===== config.mk =====
export PLATFORM = sky130hd
export DESIGN_NAME = cursor_window
export DESIGN_NICKNAME = d
export VERILOG_FILES = /design/src/rtl/cursor_window_pkg.sv /design/src/rtl/cursor_window_accel.sv /design/src/rtl/cursor_window.sv
export SDC_FILE = /design/constraint.sdc
export NUM_CORES = 1
export LEC_CHECK = 0
export CORE_MARGIN = 2
export CORE_UTILIZATION = 30
export DETAILED_ROUTE_END_ITERATION = 10
export PLACE_DENSITY_LB_ADDON = 0.05
export SYNTH_ARGS = -nofsm -noshare
export SYNTH_HDL_FRONTEND = slang
export SYNTH_HIERARCHICAL = 1
export SYNTH_SLANG_ARGS = --single-unit
export TNS_END_PERCENT = 50

===== constraint.sdc =====
create_clock -name clk -period 4.3 [get_ports clk]
set_input_delay 1.075 -clock clk [delete_from_list [all_inputs] [get_ports clk]]
set_output_delay 1.075 -clock clk [all_outputs]
set_load 0.01 [all_outputs]

===== src/rtl/cursor_window_pkg.sv =====
// Shared encodings and default bounds for the cursor window overlay.
// All positional arithmetic is 14 bits wide so sums and differences never wrap.
package cursor_window_pkg;

  localparam int CW = 14;

  typedef enum logic [1:0] {
    MODE_PASS_IN  = 2'd0,
    MODE_PASS_OUT = 2'd1,
    MODE_INVERT   = 2'd2
  } mode_e;

  // One-hot mode_sel codes: {invert, pass-outside, pass-inside}
  localparam logic [2:0] MSEL_PASS_IN  = 3'b001;
  localparam logic [2:0] MSEL_PASS_OUT = 3'b010;
  localparam logic [2:0] MSEL_INVERT   = 3'b100;

  // One-hot size_sel codes: {SIZE3, SIZE2, SIZE1, off}
  localparam logic [3:0] SSEL_OFF   = 4'b0001;
  localparam logic [3:0] SSEL_SIZE1 = 4'b0010;
  localparam logic [3:0] SSEL_SIZE2 = 4'b0100;
  localparam logic [3:0] SSEL_SIZE3 = 4'b1000;

  localparam int DEF_H_MIN = 165;
  localparam int DEF_H_MAX = 780;
  localparam int DEF_V_MIN = 46;
  localparam int DEF_V_MAX = 525;

  localparam int RESET_HPOS = 320;
  localparam int RESET_VPOS = 240;

  // Upper bound is applied first so the lower bound wins if the range is empty.
  function automatic logic [CW-1:0] clamp14(input logic [CW-1:0] v,
                                            input logic [CW-1:0] lo,
                                            input logic [CW-1:0] hi);
    logic [CW-1:0] t;
    t = (v > hi) ? hi : v;
    return (t < lo) ? lo : t;
  endfunction

endpackage


===== src/rtl/cursor_window_accel.sv =====
// Move-tick generator and step accelerator (module cursor_accel): counts frames,
// raises tick every FRAME_DIV frames and doubles the step after ACCEL_HOLD held ticks.
module cursor_accel #(
  parameter int FRAME_DIV  = 4,
  parameter int ACCEL_HOLD = 8,
  parameter int MAX_STEP   = 8
) (
  input  logic        clk,
  input  logic        rst,
  input  logic [12:0] row_i,
  input  logic [12:0] col_i,
  input  logic [3:0]  move_i,
  output logic        tick_o,
  output logic [13:0] step_o
);

  localparam int FCW = (FRAME_DIV > 1) ? $clog2(FRAME_DIV) : 1;
  localparam int HCW = $clog2(ACCEL_HOLD + 1);
  localparam int SW  = $clog2(MAX_STEP) + 1;

  logic [FCW-1:0] fcnt_q, fcnt_d;
  logic [HCW-1:0] hold_q, hold_d;
  logic [SW-1:0]  step_q, step_d;
  logic           frame_start;
  logic           any_dir;

  assign frame_start = (row_i == 13'd0) && (col_i == 13'd0);
  assign any_dir     = (move_i != 4'b1111);
  assign tick_o      = frame_start && (fcnt_q == '0);
  assign step_o      = 14'(step_q);

  always_comb begin
    fcnt_d = fcnt_q;
    hold_d = hold_q;
    step_d = step_q;
    if (frame_start) begin
      fcnt_d = (fcnt_q == FCW'(FRAME_DIV - 1)) ? '0 : fcnt_q + 1'b1;
    end
    if (tick_o) begin
      if (any_dir) begin
        if (hold_q + 1'b1 >= HCW'(ACCEL_HOLD)) begin
          hold_d = '0;
          // MAX_STEP is a power of two, so one doubling can never overshoot it.
          if (step_q < SW'(MAX_STEP)) begin
            step_d = step_q << 1;
          end
        end else begin
          hold_d = hold_q + 1'b1;
        end
      end else begin
        hold_d = '0;
        step_d = SW'(1);
      end
    end
  end

  always_ff @(posedge clk or posedge rst) begin
    if (rst) begin
      fcnt_q <= '0;
      hold_q <= '0;
      step_q <= SW'(1);
    end else begin
      fcnt_q <= fcnt_d;
      hold_q <= hold_d;
      step_q <= step_d;
    end
  end

endmodule


===== src/rtl/cursor_window.sv =====
// Movable square overlay window: tracks the window corner, clamps it to the
// legal area every cycle and composites border/interior/outside pixels.
module cursor_window
  import cursor_window_pkg::*;
#(
  parameter int          H_MIN        = DEF_H_MIN,
  parameter int          H_MAX        = DEF_H_MAX,
  parameter int          V_MIN        = DEF_V_MIN,
  parameter int          V_MAX        = DEF_V_MAX,
  parameter int          FRAME_DIV    = 4,
  parameter int          ACCEL_HOLD   = 8,
  parameter int          MAX_STEP     = 8,
  parameter int          BORDER_W     = 1,
  parameter logic [23:0] BORDER_COLOR = 24'h3FFFFF,
  parameter int          SIZE1        = 240,
  parameter int          SIZE2        = 120,
  parameter int          SIZE3        = 60
) (
  input  logic        clk,
  input  logic        rst,
  input  logic [12:0] row,
  input  logic [12:0] col,
  input  logic [3:0]  move,
  input  logic [3:0]  size_sel,
  input  logic [2:0]  mode_sel,
  input  logic [23:0] pixel_in,
  input  logic [23:0] pass_in,
  output logic [23:0] pixel_out,
  output logic [12:0] hpos,
  output logic [12:0] vpos
);

  localparam logic [CW-1:0] HMIN14 = CW'(H_MIN);
  localparam logic [CW-1:0] HMAX14 = CW'(H_MAX);
  localparam logic [CW-1:0] VMIN14 = CW'(V_MIN);
  localparam logic [CW-1:0] VMAX14 = CW'(V_MAX);
  localparam logic [CW-1:0] BW14   = CW'(BORDER_W);

  logic [CW-1:0] hpos_q, hpos_d, vpos_q, vpos_d;
  logic [CW-1:0] size_q, size_d;
  mode_e         mode_q, mode_d;
  logic [23:0]   pix_q, pix_d;

  logic          tick;
  logic [CW-1:0] step;
  logic          up, dn, lf, rt;
  logic [CW-1:0] h_mv, v_mv, h_hi, v_hi;
  logic [CW-1:0] row14, col14;
  logic          in_box, inner;

  cursor_accel #(
    .FRAME_DIV (FRAME_DIV),
    .ACCEL_HOLD(ACCEL_HOLD),
    .MAX_STEP  (MAX_STEP)
  ) u_accel (
    .clk   (clk),
    .rst   (rst),
    .row_i (row),
    .col_i (col),
    .move_i(move),
    .tick_o(tick),
    .step_o(step)
  );

  assign up    = ~move[3];
  assign dn    = ~move[2];
  assign lf    = ~move[1];
  assign rt    = ~move[0];
  assign row14 = {1'b0, row};
  assign col14 = {1'b0, col};

  // Bounds use the registered size, so a new size re-clamps one cycle after it lands.
  assign h_hi = (HMAX14 > size_q) ? HMAX14 - size_q : '0;
  assign v_hi = (VMAX14 > size_q) ? VMAX14 - size_q : '0;

  always_comb begin
    h_mv = hpos_q;
    v_mv = vpos_q;
    if (tick && rt && !lf) begin
      h_mv = hpos_q + step;
    end else if (tick && lf && !rt) begin
      h_mv = (hpos_q < step) ? '0 : hpos_q - step;
    end
    if (tick && dn && !up) begin
      v_mv = vpos_q + step;
    end else if (tick && up && !dn) begin
      v_mv = (vpos_q < step) ? '0 : vpos_q - step;
    end
    hpos_d = clamp14(h_mv, HMIN14, h_hi);
    vpos_d = clamp14(v_mv, VMIN14, v_hi);
  end

  always_comb begin
    size_d = size_q;
    case (size_sel)
      SSEL_OFF:   size_d = '0;
      SSEL_SIZE1: size_d = CW'(SIZE1);
      SSEL_SIZE2: size_d = CW'(SIZE2);
      SSEL_SIZE3: size_d = CW'(SIZE3);
      default:    size_d = size_q;
    endcase
    mode_d = mode_q;
    case (mode_sel)
      MSEL_PASS_IN:  mode_d = MODE_PASS_IN;
      MSEL_PASS_OUT: mode_d = MODE_PASS_OUT;
      MSEL_INVERT:   mode_d = MODE_INVERT;
      default:       mode_d = mode_q;
    endcase
  end

  // Interior test is written without subtraction so tiny sizes cannot underflow.
  assign in_box = (col14 >= hpos_q) && (col14 < hpos_q + size_q) &&
                  (row14 >= vpos_q) && (row14 < vpos_q + size_q);
  assign inner  = (col14 >= hpos_q + BW14) && (col14 + BW14 < hpos_q + size_q) &&
                  (row14 >= vpos_q + BW14) && (row14 + BW14 < vpos_q + size_q);

  always_comb begin
    pix_d = pixel_in;
    if (size_q == '0) begin
      pix_d = pixel_in;
    end else if (in_box && !inner) begin
      pix_d = BORDER_COLOR;
    end else begin
      case (mode_q)
        MODE_PASS_IN:  pix_d = inner ? pass_in : pixel_in;
        MODE_PASS_OUT: pix_d = inner ? pixel_in : pass_in;
        MODE_INVERT:   pix_d = inner ? ~pixel_in : pixel_in;
        default:       pix_d = pixel_in;
      endcase
    end
  end

  always_ff @(posedge clk or posedge rst) begin
    if (rst) begin
      hpos_q <= CW'(RESET_HPOS);
      vpos_q <= CW'(RESET_VPOS);
      size_q <= '0;
      mode_q <= MODE_PASS_IN;
      pix_q  <= '0;
    end else begin
      hpos_q <= hpos_d;
      vpos_q <= vpos_d;
      size_q <= size_d;
      mode_q <= mode_d;
      pix_q  <= pix_d;
    end
  end

  assign pixel_out = pix_q;
  assign hpos      = hpos_q[12:0];
  assign vpos      = vpos_q[12:0];

endmodule


==> impl_results.md <==
* Status: finished, violations left
* Failing checks: setup timing
* Seq cells post-synth at 69
* Max Transition Viols Final at 0
* Largest stage delay on the critical path at 390 ps
* I/O pin count at 137
* Crit path cell chain: clkdlybuf4s15_2 > nor4_4 > nand4_2 > nor2_4 > buf_6 > nand4b_1 > or2_1 > a211o_1 > and3_4 > buf_4 > o221ai_1 > a22o_1 > ha_1 > and4_4 > a41oi_4 > nor2_4 > and3b_2 > o32a_1 > buf_4 > a21oi_1
* Final wirelength at approximately 46 mm
* Gr usage total at 23.1%
* Num CTS Buffers at 9
* Worst R2R Start: hpos_q[0]
* Pleak at 7.48 nW
* Area grow syn2layout at 45.4%
* Sequential fraction of the synthesis area at between 10% and 20%
* Reg-to-reg endpoint: hpos_q[8]
* Critical path type: in2reg
* Reg clk slew, reported paths at 70 ps
* Min-delay src: u_accel/hold_q[3]
* Hold Vio Cnt, Final at 0
* Crit-path slowest cell: o32a_1
* Internal at 3.13 mW
* # fillers at 3830
* Drt first pass iters at 4
* Hold buffer count at cts at 0
* Logic pwr share at 70.9%
* Main synth FF type: dfrtp_1
* Worst reg2reg path depth at 24
* Ant diodes at 0
* Yosys cell types at 94
* Most frequent cells in the layout: buf_4, ha_1, inv_1, nand2_1, clkdlybuf4s50_1
* Critical Path Source Type: input pin
* Worst Hold Path EP: u_accel/hold_q[3]
* Commonest non-fill, non-tap cell in the layout: buf_4
* Post-route insts no fill at 2339
* Starting Density at between 30% and 40%
* Via count at 12100
* Fin util at 44.1%
* Sw Ratio at a little under half
* Die Span X at 199 um
* Syn avg cell area at just over 8 sq um
* Place WS at -1490 ps
* Setup TNS at -11800 ps
* Post-synth ARST share at 100%
* Share of cells above drive strength 1 at 27.5%
* Layout Skew at approximately 14 ps
* RePlAce Congestion at 0.900
* Setup WS post-layout at -636 ps
* First-pass GRT wire length at between 60 and 70 mm
* NetSw at 2.57 mW
* Placed Cells at 2280
* Final nets at 2106
* Die footprint at 39600 sq um
* Drt drc at 0
* Multi-input logic area at around 9400 sq um
* Reg2reg setup slack at -350 ps
* Number of flops mapped to enable cells by yosys at 0
* CP Capture Type: flop
* Core area at 37600 sq um
* Initial antenna violation count at 0
* Pwr dens at 344 nW/um^2
* Warning count from the yosys run at 6
* Min-Delay Path Depth at 1
* Final setup vio count at 44
* Post-DR vias/cell at 5.19
* Final Critical Period at 4940 ps
* Die height at 199 um
* Drt initial violations at 628
* Post-DP HPWL at roughly 37 mm
* I/O Buffers at 136
* Clk_lat worst skew at roughly 360 ps
* Fin crit share at 115%
* F_max at 203 MHz
* FF+latch area at 1740 sq um
* Power Total at ~5.7 mW
* Clock H-tree levels at 3
* Crit path DAT at 5220 ps
* Vias in the first global route at 12100
* Rel. slew slack at just under 30%
* Routed Antenna Nets at 0
* Actual slew at the worst max-slew pin at about 1100 ps
* GRT Residual Overflow at 0
* Clock Power Share at around 14%
* Crit-path max FO at 5
* Largest net degree at the start of global routing at 32
* Worst EP required at 4580 ps
* Routed length per instance at 19.6 um
* Mapped cell area at roughly 11000 sq um
* RSZ-0062 raised after global routing: true
* Max rail drop VDD at 0.000177 V
* Clock tree from TritonCTS: yes
* MaxCap Viol Count at 0
* Clock Path Buffers at 2
* Root Buffer: clkbuf_16
* Min-Delay Path Class: reg2reg
* Sequential share of power at 14.9%
* Post-Syn Instances at 1417
* Row cnt at 71
* Clk sinks at just under 70
[registers in the layout, indices dropped and copies added, names as in the netlist]
| signal | count |
|---|---|
| pixel_out | 24 |
| hpos_q | 14 |
| vpos_q | 14 |
| size_q | 5 |
| u_accel/hold_q | 4 |
| u_accel/step_q | 4 |
| mode_q | 2 |
| u_accel/fcnt_q | 2 |
[cells in the mapped netlist, types with 7 or more instances]
cell type | count | area share (%)
nor3_1 | 28 | 1.2
or2_2 | 7 | 0.38
nand3_1 | 35 | 1.5
mux2i_1 | 8 | 0.70
dfrtp_1 | 62 | 14
dfstp_2 | 7 | 1.6
inv_1 | 124 | 4.1
nand2b_1 | 13 | 0.71
a221o_1 | 12 | 1.1
o221ai_1 | 14 | 1.1
xor2_1 | 17 | 1.3
o41ai_1 | 21 | 1.6
o31a_1 | 8 | 0.61
o211ai_1 | 11 | 0.72
xnor2_1 | 66 | 5.1
clkbuf_1 | 48 | 1.6
nand2_1 | 110 | 3.6
a21o_1 | 30 | 2.0
a21oi_1 | 80 | 3.5
buf_4 | 36 | 2.4
nand4_1 | 17 | 0.93
a22oi_1 | 8 | 0.53
nor4_1 | 10 | 0.55
and4_1 | 7 | 0.54
or3_1 | 10 | 0.55
ha_1 | 190 | 21
nor2b_1 | 28 | 1.5
nor2_1 | 86 | 2.8
o31ai_1 | 7 | 0.46
o21ai_0 | 63 | 2.8
a31oi_1 | 11 | 0.60
a211oi_1 | 19 | 1.3
o2111ai_1 | 43 | 3.3
o21a_1 | 28 | 1.8
and3_1 | 13 | 0.71
[critical path, delay by kind of cell]
family | cells | cell delay [ps]
AO/OA/AOI/OAI | 6 | 1480
adder cells (fa/ha/maj) | 1 | 250
buffers and inverters | 4 | 630
AND/OR/NAND/NOR | 9 | 1780
[area by class of cell]
type	instances	share of cell area [%]
Sequential cell	69	10.5
Clock inverter	7	0.483
Timing Repair Buffer	467	24.1
Multi-Input combinational cell	1151	56.9
Tap cell	511	3.86
Inverter	125	2.83
Clock buffer	9	1.36
[logic make-up after synthesis]
group | Yosys count | synth area share (%)
XOR/XNOR | 83 | 6.38
multiplexers | 17 | 1.59
AND/OR/NAND/NOR | 402 | 18.5
other | 2 | 0.0659
flip-flops | 69 | 15.2
buffers and inverters | 213 | 8.24
adder cells (fa/ha/maj) | 196 | 21.9
AO/OA/AOI/OAI | 435 | 28.1
[repair_timing]
item | in CTS | in global routing
buffers inserted | 31 | 8
resized for setup | 150 | 58
hold endpoints to repair | 0 | 0
gates cloned | 2 | 2
pin swaps | 61 | 39
endpoints found under the setup margin | 44 | 44
[how the worst max path moves through the flow]
| stage | from | end | slack (ps) | cells after the start |
|---|---|---|---|---|
| after floorplan | col[5] | hpos_q[3] | -900 | 22 |
| after global placement | col[5] | vpos_q[4] | -1400 | 21 |
| after detailed placement | col[5] | vpos_q[4] | -1490 | 21 |
| after CTS | col[0] | vpos_q[4] | -600 | 21 |
| after global routing | col[3] | vpos_q[4] | -830 | 21 |
| final | col[8] | vpos_q[0] | -640 | 20 |
[per-stage QoR]
stage	cell area [sq um]	hold slack (ps)
after global routing	16600	614
final	16600	552
after floorplan	11600	487
after CTS	16200	558
after global placement	15300	528
after detailed placement	15300	545
[power groups by stage]
| stage | logic [mW] | registers [mW] | clock network, mW |
|---|---|---|---|
| after global routing | 4.45 | 0.861 | 0.856 |
| final | 4.04 | 0.852 | 0.810 |
| after floorplan | 2.08 | 0.895 | 0 |
| after detailed placement | 3.75 | 0.860 | 0 |
| after global placement | 3.72 | 0.865 | 0 |
| after CTS | 3.88 | 0.851 | 0.831 |
[metal layers]
metal | GRT usage (%) | share of wire [%] | up-vias
li1 | - | - | 6046
met3 | 1.83 | 2.8 | 41
met5 | 0 | 0 | -
met1 | 31.9 | 48 | 5848
met4 | 5.50 | 1.8 | 0
met2 | 38.9 | 47 | 212
No activity file was read; power rests on OpenSTA's default activity.
